==> src/rtl/fp_adder_seq.sv <==
// fp_adder_seq: multi-cycle sign/exponent/fraction adder.
// Works through align, add and normalise states with a start/ready/done
// handshake. Results saturate on exponent overflow and flush to zero on
// underflow.
// Optional build macro FP_ADDER_SEQ_ROUND_EN: carries guard/round/sticky
// bits and adds a round-to-nearest-even state (one extra cycle of latency).
//
// state  | meaning
// IDLE   | ready for a request; sorts and latches operands on start
// ALIGN  | shifts the smaller fraction right one place per cycle
// ADD    | adds or subtracts the aligned fractions
// NORM   | one normalising shift per cycle, detects zero/overflow/underflow
// ROUND  | round-to-nearest-even and renormalise (macro builds only)
// OUT    | result registers just updated, done pulse
module fp_adder_seq #(
  parameter int EXP_W  = 4,
  parameter int FRAC_W = 8
) (
  input  logic              clk,
  input  logic              reset,
  input  logic              start,
  input  logic              sign1,
  input  logic              sign2,
  input  logic [EXP_W-1:0]  exp1,
  input  logic [EXP_W-1:0]  exp2,
  input  logic [FRAC_W-1:0] frac1,
  input  logic [FRAC_W-1:0] frac2,
  output logic              ready,
  output logic              done,
  output logic              sign_out,
  output logic [EXP_W-1:0]  exp_out,
  output logic [FRAC_W-1:0] frac_out,
  output logic              ovf
);

`ifdef FP_ADDER_SEQ_ROUND_EN
  localparam int GB = 3;
`else
  localparam int GB = 0;
`endif
  // Working fraction width: fraction plus any guard/round/sticky bits.
  localparam int XW = FRAC_W + GB;

  typedef enum logic [2:0] {
    S_IDLE,
    S_ALIGN,
    S_ADD,
    S_NORM,
`ifdef FP_ADDER_SEQ_ROUND_EN
    S_ROUND,
`endif
    S_OUT
  } state_t;

  state_t state, state_n;

  logic              sgn_r;
  logic              eff_sub_r;
  logic [EXP_W-1:0]  exp_r;
  logic [EXP_W-1:0]  diff_r;
  logic [XW-1:0]     big_r;
  logic [XW-1:0]     small_r;
  logic [XW:0]       acc_r;
`ifdef FP_ADDER_SEQ_ROUND_EN
  logic              zero_r;
  logic              ovf_r;
  logic              rnd_up;
  logic [FRAC_W:0]   rnd_sum;
`endif

  // operand sorting
  logic [EXP_W-1:0]  e1, e2, eb, es, diff_raw;
  logic [FRAC_W-1:0] fb, fs;
  logic              sb, op1_big, too_far;
  logic [XW-1:0]     big_ext, small_ext, small_shr;

  // normalise step
  logic [XW:0]       norm_acc;
  logic [EXP_W-1:0]  norm_exp;
  logic              norm_zero, norm_ovf, norm_exit;

  // final result selection
  logic              res_load, res_zero, res_ovf;
  logic [EXP_W-1:0]  res_exp;
  logic [FRAC_W-1:0] res_frac;

  // State register
  always_ff @(posedge clk) begin
    if (!reset) state <= S_IDLE;
    else        state <= state_n;
  end

  // Next-state and ready decode
  always_comb begin
    state_n = state;
    ready   = 1'b0;
    case (state)
      S_IDLE: begin
        ready = 1'b1;
        if (start) state_n = S_ALIGN;
      end
      S_ALIGN: if (diff_r == '0) state_n = S_ADD;
      S_ADD:   state_n = S_NORM;
      S_NORM: begin
`ifdef FP_ADDER_SEQ_ROUND_EN
        if (norm_exit) state_n = S_ROUND;
`else
        if (norm_exit) state_n = S_OUT;
`endif
      end
`ifdef FP_ADDER_SEQ_ROUND_EN
      S_ROUND: state_n = S_OUT;
`endif
      S_OUT:   state_n = S_IDLE;
      default: state_n = S_IDLE;
    endcase
  end

  // Sort operands by {exp,frac}; zero operands sort as exponent 0
  always_comb begin
    e1      = (frac1 == '0) ? '0 : exp1;
    e2      = (frac2 == '0) ? '0 : exp2;
    op1_big = {e1, frac1} >= {e2, frac2};
    if (op1_big) begin
      sb = sign1; eb = e1; es = e2; fb = frac1; fs = frac2;
    end else begin
      sb = sign2; eb = e2; es = e1; fb = frac2; fs = frac1;
    end
    diff_raw = eb - es;
    // Beyond FRAC_W+2 places the small operand can only contribute sticky.
    too_far  = int'(diff_raw) > FRAC_W + 2;
    big_ext  = XW'(fb) << GB;
    if (too_far) begin
`ifdef FP_ADDER_SEQ_ROUND_EN
      small_ext = XW'(|fs);
`else
      small_ext = '0;
`endif
    end else begin
      small_ext = XW'(fs) << GB;
    end
  end

  // One-place right shift of the small operand during alignment
  always_comb begin
`ifdef FP_ADDER_SEQ_ROUND_EN
    small_shr = {1'b0, small_r[XW-1:2], small_r[1] | small_r[0]};
`else
    small_shr = small_r >> 1;
`endif
  end

  // One normalisation action on the accumulator
  always_comb begin
    norm_acc  = acc_r;
    norm_exp  = exp_r;
    norm_zero = 1'b0;
    norm_ovf  = 1'b0;
    norm_exit = 1'b1;
    if (acc_r[XW]) begin
      if (&exp_r) begin
        norm_ovf = 1'b1;
      end else begin
`ifdef FP_ADDER_SEQ_ROUND_EN
        norm_acc = {1'b0, acc_r[XW:2], acc_r[1] | acc_r[0]};
`else
        norm_acc = acc_r >> 1;
`endif
        norm_exp = exp_r + 1'b1;
      end
    end else if (acc_r == '0) begin
      norm_zero = 1'b1;
    end else if (!acc_r[XW-1]) begin
      if (exp_r == '0) begin
        norm_zero = 1'b1;
      end else begin
        norm_acc  = acc_r << 1;
        norm_exp  = exp_r - 1'b1;
        norm_exit = 1'b0;
      end
    end
  end

`ifdef FP_ADDER_SEQ_ROUND_EN
  // Round to nearest, ties to even, on the normalised accumulator
  always_comb begin
    rnd_up  = acc_r[2] & (acc_r[1] | acc_r[0] | acc_r[3]);
    rnd_sum = {1'b0, acc_r[XW-1:GB]} + {{FRAC_W{1'b0}}, rnd_up};
  end
`endif

  // Pick the value written to the result registers and when to write it
  always_comb begin
    res_load = 1'b0;
    res_zero = 1'b0;
    res_ovf  = 1'b0;
    res_exp  = norm_exp;
    res_frac = norm_acc[XW-1:GB];
`ifdef FP_ADDER_SEQ_ROUND_EN
    if (state == S_ROUND) begin
      res_load = 1'b1;
      res_zero = zero_r;
      res_ovf  = ovf_r;
      res_exp  = exp_r;
      res_frac = rnd_sum[FRAC_W-1:0];
      if (rnd_sum[FRAC_W]) begin
        // rounding carried out: renormalise by one place
        if (&exp_r) begin
          res_ovf = 1'b1;
        end else begin
          res_exp  = exp_r + 1'b1;
          res_frac = rnd_sum[FRAC_W:1];
        end
      end
    end
`else
    if (state == S_NORM && norm_exit) begin
      res_load = 1'b1;
      res_zero = norm_zero;
      res_ovf  = norm_ovf;
    end
`endif
  end

  // Datapath and result registers
  always_ff @(posedge clk) begin
    if (!reset) begin
      sgn_r     <= 1'b0;
      eff_sub_r <= 1'b0;
      exp_r     <= '0;
      diff_r    <= '0;
      big_r     <= '0;
      small_r   <= '0;
      acc_r     <= '0;
`ifdef FP_ADDER_SEQ_ROUND_EN
      zero_r    <= 1'b0;
      ovf_r     <= 1'b0;
`endif
      done      <= 1'b0;
      sign_out  <= 1'b0;
      exp_out   <= '0;
      frac_out  <= '0;
      ovf       <= 1'b0;
    end else begin
      done <= 1'b0;
      case (state)
        S_IDLE: begin
          if (start) begin
            sgn_r     <= sb;
            eff_sub_r <= sign1 ^ sign2;
            exp_r     <= eb;
            big_r     <= big_ext;
            small_r   <= small_ext;
            diff_r    <= too_far ? '0 : diff_raw;
          end
        end
        S_ALIGN: begin
          if (diff_r != '0) begin
            small_r <= small_shr;
            diff_r  <= diff_r - 1'b1;
          end
        end
        S_ADD: begin
          acc_r <= eff_sub_r ? ({1'b0, big_r} - {1'b0, small_r})
                             : ({1'b0, big_r} + {1'b0, small_r});
        end
        S_NORM: begin
          acc_r <= norm_acc;
          exp_r <= norm_exp;
`ifdef FP_ADDER_SEQ_ROUND_EN
          zero_r <= norm_zero;
          ovf_r  <= norm_ovf;
`endif
        end
        default: ;
      endcase
      if (res_load) begin
        done     <= 1'b1;
        sign_out <= res_zero ? 1'b0 : sgn_r;
        exp_out  <= res_zero ? '0 : (res_ovf ? '1 : res_exp);
        frac_out <= res_zero ? '0 : (res_ovf ? '1 : res_frac);
        ovf      <= res_ovf & ~res_zero;
      end
    end
  end

endmodule

==> config.mk <==
export PLATFORM = sky130hd
export DESIGN_NAME = fp_adder_seq
export DESIGN_NICKNAME = d
export VERILOG_FILES = /design/src/rtl/fp_adder_seq.sv
export SDC_FILE = /design/constraint.sdc
export NUM_CORES = 1
export LEC_CHECK = 0
export BUFFER_PORTS_ARGS = -buffer_cell sky130_fd_sc_hd__buf_2
export CELL_PAD_IN_SITES_DETAIL_PLACEMENT = 1
export CELL_PAD_IN_SITES_GLOBAL_PLACEMENT = 1
export CORE_MARGIN = 8
export CORE_UTILIZATION = 44
export CTS_BUF_LIST = sky130_fd_sc_hd__clkbuf_4
export CTS_CLUSTER_DIAMETER = 150
export DETAILED_ROUTE_END_ITERATION = 10
export GPL_TIMING_DRIVEN = 0
export PLACE_DENSITY_LB_ADDON = 0.1
export SLEW_MARGIN = 25
export SYNTH_ARGS = -nofsm -noshare
export SYNTH_HDL_FRONTEND = slang
export SYNTH_SLANG_ARGS = --single-unit
export TNS_END_PERCENT = 50
==> constraint.sdc <==
create_clock -name clk -period 4.9 [get_ports clk]
set_clock_uncertainty 0.2 [all_clocks]
set_input_delay 0.735 -clock clk [delete_from_list [all_inputs] [get_ports clk]]
set_output_delay 0.735 -clock clk [all_outputs]
set_load 0.005 [all_outputs]
==> flow_summary.ini, run 1 <==
[grt]
antenna_found_initial = 0
grt_pass1_wl_um = 19900
grt_max_degree = 20
grt-ovfl-total = 0
grt_util_all_layers_pct = 21.2
grt_pass1_vias = 3944

[floorplan]
fp.coreArea_sq_um = 8260
dieHeight_um = 108
io_pins = 45
start_util_pct = 45.4
placementRows = 33
dieArea_sq_um = 11700
fp.dieW_um = 108

[cells_and_area]
fin_nets = 607
nFillCells = 1089
area_growth_pct = 11.4
final_layout_size_suffix_gt1_share_pct = 12.8
n_antenna_cell = 0
layout_commonest_cell = nor2_1
stdcell_area_sq_um = 4170
final_cell_mix = nor2_1 (75), dfxtp_1 (53), a21oi_1 (52)

[synthesis]
ys_warn_count = 0
synth_flop_cell = dfxtp_1
ys_types = 61
postSynthCellCount = 502
synth_area_sq_um = 3750
synthesis.nets = 557
synth-seq-area-share_pct = 28.3
async_flop_share_pct = 0
synth_edf_count = 0
synth.ff_latch_count = 53
avgSynthCellArea_sq_um = 7.46

[placed_design]
placed_area_sq_um = 4100
hpwl_um = 9760
gp_congestion = 0.852
port_buffers = 44

[pwr]
peakVddDrop_mv = 0.149
p_leak_nw = 1.71
pwr_density_cell_nw_per_um2 = 452

[timing]
slew_viol_final = 0
max_freq_mhz = 216
worst_slew_pin_slew_ns = 0.689
setup_violations = 0
grt_setup_unrepaired = false
fin_setup_tns_ns = 0
slew-limit-headroom_pct = 53.9
hold_violations = 0
finalCritPeriodShare_pct = 94.6
fin_crit_ns = 4.63

[cts]
clk-insertion-delay-late_ns = 0.41
clock-sinks = 53
clk_pin_slew_ns = 0.17
cts_tree = done
clk_path_buf_depth = 2
h-tree-depth = 2
cts-buffers-inserted = 5
root_buffer = clkbuf_4

[route]
first_pass_iters = 4
drt-total-wl_um = 12200
dr.first_iter.drc_count = 134
avgViaCountPerCell = 5.87
vias = 3864
drc = 0
wl_per_cell_um = 18.5
drt.antenna.violating_nets = 0

[setup_path]
required_ns = 5.00
endpoint_kind = register
max_stage_delay_ns = 0.54
crit_path_cell_trace = buf_2 > nor4_2 > nand2_1 > and2_1 > ha_1 > nand2_1 > nor2_1 > a21o_1 > buf_2 > a21oi_1 > ha_1 > nor3_2 > mux2i_2 > o2111ai_1 > o32ai_1
critPathSlowestCell = nor4_2
crit_type = in -> reg
start_kind = input pin
critPathMaxFanout = 19
critPathArrivalTime_ns = 4.74

[hold_path]
hold_path_class = reg -> reg

[run]
cap_violations = 0

[run_status]
status = finished clean
==> sequential cells by signal, summed over array words and instances, names as in the netlist <==
signal     cells
sign_out       1
big_r          8
small_r        8
diff_r         4
state          3
sgn_r          1
eff_sub_r      1
exp_r          4
acc_r          9
done           1
exp_out        4
frac_out       8
ovf            1
==> worst paths after layout <==
| kind | startpoint | to | slack, ns | depth (start not counted) |
|---|---|---|---|---|
| setup / recovery | frac1[0] | diff_r[3] | 0.27 | 15 |
| hold / removal | frac_out[5] | frac_out[5] | 0.26 | 2 |
| setup reg to reg | small_r[1] | acc_r[8] | 1.63 | 12 |
| hold reg to reg | frac_out[5] | frac_out[5] | 0.26 | 2 |
==> per-layer routing <==
metal	global-route usage [%]	part of all wire, %	up-vias
li1	-	-	1914
met1	27.0	46	1875
met2	36.3	49	57
met3	2.80	3.0	18
met4	6.65	1.9	0
met5	0	0	-
==> stage by stage <==
stage | setup WS [ns] | hold WS, ns | power [mW] | util (%) | cells
2_1_floorplan | 0.381 | 0.248 | 1.34 | - | 502
3_5_place_dp | -0.520 | 0.244 | 1.62 | 49.6 | 651
3_3_place_gp | -0.427 | 0.236 | 1.58 | 49.6 | 651
5_1_grt | 0.00739 | 0.284 | 2.04 | 50.5 | 658
4_1_cts | 0.194 | 0.266 | 1.89 | 50.5 | 658
6_report | 0.265 | 0.261 | 1.89 | 50.5 | 658
==> cells in the mapped netlist (all sizes together) (11+ instances only) <==
cell,count,area (sq um)
nor2,75,282
dfxtp,53,1060
a21oi,52,260
nand2,46,175
o21ai,36,188
inv,26,97.6
clkbuf,25,93.8
ha,25,313
a211oi,14,105
and3,11,68.8
nor3,11,60.1
o22ai,11,68.8
==> report_power, final <==
part / leakage [nW] / total [mW] / internal, mW / switching [mW]
Clock: 0.0389 / 0.264 / 0.106 / 0.158
Combinational: 1.24 / 1.04 / 0.404 / 0.640
Sequential: 0.433 / 0.580 / 0.498 / 0.0817
Total: 1.71 / 1.89 / 1.01 / 0.880
==> critical path, delay by kind of cell <==
family / cells / cell delay, ns
AND/OR/NAND/NOR: 6 / 1.52
AO/OA/AOI/OAI: 4 / 0.88
adder cells (fa/ha/maj): 2 / 0.60
buffers and inverters: 2 / 0.55
multiplexers: 1 / 0.43
==> final cells by class <==
| type | instances | area, sq um | area share [%] |
|---|---|---|---|
| flip-flops and latches | 53 | 1060 | 25.4 |
| inverters | 26 | 97.6 | 2.34 |
| clock inverters | 3 | 41.3 | 0.989 |
| multi-input cells | 395 | 2480 | 59.4 |
| plain buffers | 27 | 104 | 2.49 |
| repair buffers | 44 | 220 | 5.28 |
| well taps | 105 | 131 | 3.15 |
| clock buffers | 5 | 37.5 | 0.899 |
==> logic make-up (layout without fill, tap and decap cells) <==
logic type	Yosys count	after routing	share of synthesized area, %
AO/OA/AOI/OAI	162	162	28.0
buffers and inverters	54	105	5.48
adder cells (fa/ha/maj)	26	26	8.88
multiplexers	10	10	3.11
XOR/XNOR	13	13	3.04
flip-flops	53	53	28.3
AND/OR/NAND/NOR	184	184	23.1
==> what timing repair did <==
item / 4_1_cts / 5_1_grt
gates resized for setup: 0 / 1
buffers inserted: 0 / 0
hold buffers: 0 / 0
endpoints found under the setup margin: 10 / 10
Note: power is estimated with default switching activity, not from simulation.
==> inputs of run 2 (changes only) <==
Settings changed: RECOVER_POWER set to 100.
==> flow_summary.ini, run 2 (synthesis gave the netlist of run 1 again) <==
[cells_and_area]
final_layout_size_suffix_gt1_share_pct = 11.2
stdcell_area_sq_um = 4160
nFillCells = 1092
regArea_sq_um = 1060
fin_cells = 658
n_antenna_cell = 0
largest_register_ffs = 9
fin_nets = 607
area_growth_pct = 11.1
final_util_pct = 50.4
multi_input_area_sq_um = 2480
largest-register = acc_r
layout_commonest_cell = nor2_1
final_cell_mix = nor2_1 (75), dfxtp_1 (53), a21oi_1 (52)

[grt]
grt_max_degree = 20
grt_pass1_vias = 3944
antenna_found_initial = 0
grt_pass1_wl_um = 19900
grt_util_all_layers_pct = 21.2
grt-ovfl-total = 0

[floorplan]
dieHeight_um = 108
fp.dieW_um = 108
dieArea_sq_um = 11700
placementRows = 33
fp.coreArea_sq_um = 8260
start_util_pct = 45.4
io_pins = 45

[pwr]
total_power_mw = 1.88
peakVddDrop_mv = 0.149
pwr_density_cell_nw_per_um2 = 452
p_leak_nw = 1.67

[cts]
postCtsSetupBuffers = 0
root_buffer = clkbuf_4
cts-buffers-inserted = 5
clk_pin_slew_ns = 0.17
clk_path_buf_depth = 2
cts_tree = done
clk-insertion-delay-late_ns = 0.40
h-tree-depth = 2
clock-sinks = 53

[setup_path]
critPathMaxFanout = 19
critPathArrivalTime_ns = 4.75
required_ns = 5.01
endpoint_kind = register
start_kind = input pin
crit_type = in -> reg

[route]
drt-total-wl_um = 12200
vias = 3858
dr.first_iter.drc_count = 159
avgViaCountPerCell = 5.86
drt.antenna.violating_nets = 0
drc = 0
wl_per_cell_um = 18.5
first_pass_iters = 4

[timing]
max_freq_mhz = 215
setup_violations = 0
grt_setup_unrepaired = false
slew_viol_final = 0
finalCritPeriodShare_pct = 94.8
slew-limit-headroom_pct = 53.5
fin_crit_ns = 4.64
worst_slew_pin_slew_ns = 0.695
hold_violations = 0

[hold_path]
hold_path_class = reg -> reg

[placed_design]
port_buffers = 44
dp_cells = 651
placed_area_sq_um = 4100
gp_congestion = 0.852
hpwl_um = 9760

[run]
cap_violations = 0

[run_status]
status = finished clean
run 2: changes by cell type in the layout (fill, tap and decap cells not counted), sizes merged:
cell    previous run  this run
buf               47        38
clkbuf            29        38
run 2: final timing paths:
path / end / cells past startpoint / from / slack [ns]
max reg2reg: acc_r[8] / 12 / small_r[1] / 1.65
min: frac_out[5] / 2 / frac_out[5] / 0.26
max: diff_r[3] / 15 / frac1[0] / 0.26
min reg2reg: frac_out[5] / 2 / frac_out[5] / 0.26
run 2: repair_timing:
item,in CTS,in global routing
hold buffers,0,0
endpoints found under the setup margin,10,10
pin swaps,0,0
hold endpoints to repair,0,0
gates resized for setup,0,1
run 2: final cells by class:
cell class	count	share of cell area [%]
Timing Repair Buffer	44	5.05
Multi-Input combinational cell	395	59.6
Clock inverter	3	0.992
Buffer	27	2.46
Inverter	26	2.34
Clock buffer	5	0.902
Sequential cell	53	25.5
Tap cell	105	3.16
run 2: power breakdown:
part           total [mW]  leakage (nW)  switching (mW)  internal (mW)
logic                1.04          1.20           0.640          0.402
registers           0.580         0.433          0.0815          0.498
clock network       0.260        0.0389           0.154          0.106
run 2: worst max-delay path, stage by stage:
cell and delay [ns]:
buf_2 0.14, nor4_2 0.54, nand2_1 0.12, and2_1 0.21, ha_1 0.40, nand2_1 0.11
nor2_1 0.27, a21o_1 0.34, buf_2 0.40, a21oi_1 0.12, ha_1 0.21, nor3_2 0.27
mux2i_2 0.43, o2111ai_1 0.18, o32ai_1 0.26
run 2: stage by stage:
stage                     hold slack (ns)  TNS [ns]  worst slack [ns]
final                               0.261         0             0.256
after global routing                0.284         0           0.00739
after CTS                           0.266         0             0.194
after detailed placement            0.244     -5.52            -0.520
after global placement              0.236     -4.31            -0.427
after floorplan                     0.248         0             0.381
run 2: routing by layer:
layer	track usage (%)	up-vias	wire (um)
met5	0	-	0
met3	2.80	16	458
li1	-	1914	-
met1	27.0	1859	5530
met2	36.3	69	5950
met4	6.65	0	216
==> inputs of run 3 (changes only) <==
Settings changed: BUFFER_PORTS_ARGS -buffer_cell sky130_fd_sc_hd__buf_2 to unset, CORE_UTILIZATION 44 to 49, DONT_BUFFER_PORTS set to 1.
==> flow_summary.ini, run 3 (synthesis gave the netlist of run 1 again) <==
[floorplan]
start_util_pct = 49.5
dieArea_sq_um = 10700
placementRows = 32
io_pins = 45
dieHeight_um = 103
fp.coreArea_sq_um = 7570
fp.dieW_um = 103

[setup_path]
endpoint_kind = register
critPathMaxFanout = 19
r2r-start = small_r[0]
startpoint = frac1[0]
critPathArrivalTime_ns = 4.64
start_kind = input pin
crit_type = in -> reg
required_ns = 4.99

[route]
drt.antenna.violating_nets = 0
vias = 3797
drc = 0
drt-total-wl_um = 11900
first_pass_iters = 4
dr.first_iter.drc_count = 127
wl_per_cell_um = 19.5
avgViaCountPerCell = 6.22

[pwr]
p_leak_nw = 1.51
pwr_density_cell_nw_per_um2 = 467
peakVddDrop_mv = 0.165

[grt]
grt.met3_usage_pct = 4.22
grt_pass1_vias = 3925
use_met1_pct = 28.2
grt_util_all_layers_pct = 23.8
grt_max_degree = 20
grt_use_met2_pct = 41.4
grt_pass1_wl_um = 19700
antenna_found_initial = 0
busiest_layer = met2
grt-ovfl-total = 0

[timing]
hold_ws_ns = 0.283
slew_viol_final = 0
fin_setup_tns_ns = 0
fin_crit_ns = 4.54
setup_violations = 0
worst_slew_pin_slew_ns = 0.709
slew-limit-headroom_pct = 52.5
max_freq_mhz = 220
finalCritPeriodShare_pct = 92.7
hold_violations = 0
grt_setup_unrepaired = false

[cts]
postCtsSetupBuffers = 0
h-tree-depth = 2
root_buffer = clkbuf_4
clk_pin_slew_ns = 0.16
cts_hold_buf = 0
clk-insertion-delay-late_ns = 0.39
clock-sinks = 53
cts_tree = done
cts-buffers-inserted = 5
clk_path_buf_depth = 2

[cells_and_area]
largest_register_ffs = 9
final_layout_size_suffix_gt1_share_pct = 5.12
final_util_pct = 52.1
n_antenna_cell = 0
layout_commonest_cell = nor2_1
fin_nets = 563
regArea_sq_um = 1060
nFillCells = 976
area_growth_pct = 5.21
largest-register = acc_r
final_cell_mix = nor2_1 (75), dfxtp_1 (53), a21oi_1 (52)
multi_input_area_sq_um = 2480

[run]
cap_violations = 0

[run_status]
status = finished clean

[placed_design]
hpwl_um = 9490
gp_congestion = 0.921
port_buffers = 0

[hold_path]
hold_path_startpoint = frac_out[5]
hold_path_class = reg -> reg
## run 3: cell count changes in the layout (fill, tap and decap cells not counted), sizes merged
cell / change
clkinvlp: -1
buf: -37
clkbuf: -7
## run 3: worst paths after layout
path	slack (ns)	end	depth (start not counted)
worst max register to register	1.57	acc_r[8]	12
worst max-delay path	0.36	diff_r[3]	14
worst min-delay path	0.28	frac_out[5]	2
worst min register to register	0.28	frac_out[5]	2
## run 3: final cells by class
class                   instances  share of cell area (%)
clock buffers                   5                   0.952
flip-flops and latches         53                    26.9
well taps                     102                    3.24
inverters                      26                    2.48
plain buffers                  27                    2.60
multi-input cells             395                    62.9
clock inverters                 2                   0.889
## run 3: routing by layer
metal / part of all wire (%) / vias to the layer above
li1: - / 1826
met4: 3.3 / 0
met3: 5.1 / 23
met1: 43 / 1858
met5: 0 / -
met2: 49 / 90
## run 3: report_power, final
part           internal, mW  switching [mW]
Clock                 0.104           0.146
Sequential            0.498          0.0856
Combinational         0.391           0.617
Total                 0.994           0.849
## run 3: what timing repair did
action | 4_1_cts | 5_1_grt
hold endpoints to repair | 0 | 0
resized for setup | 0 | 1
cloned | 0 | 0
pin swaps | 0 | 0
endpoints found under the setup margin | 1 | 1
## run 3: critical path, cell delays in order
cell	delay (ns)
nor4_2	0.56
nand2_1	0.13
and2_0	0.24
ha_1	0.42
nand2_1	0.10
nor2_1	0.25
a21o_1	0.33
buf_2	0.41
a21oi_1	0.13
ha_1	0.21
nor3_2	0.27
mux2i_2	0.41
o2111ai_1	0.17
o32ai_1	0.25
## run 3: stage by stage
step / instances / cell area, sq um / total power, mW / worst slack [ns]
final: 610 / 3940 / 1.84 / 0.359
after global routing: 610 / 3940 / 2.00 / 0.0719
after CTS: 610 / 3940 / 1.85 / 0.324
after detailed placement: 604 / 3870 / 1.60 / -0.421
after global placement: 604 / 3870 / 1.55 / -0.234
after floorplan: 502 / 3750 / 1.34 / 0.381
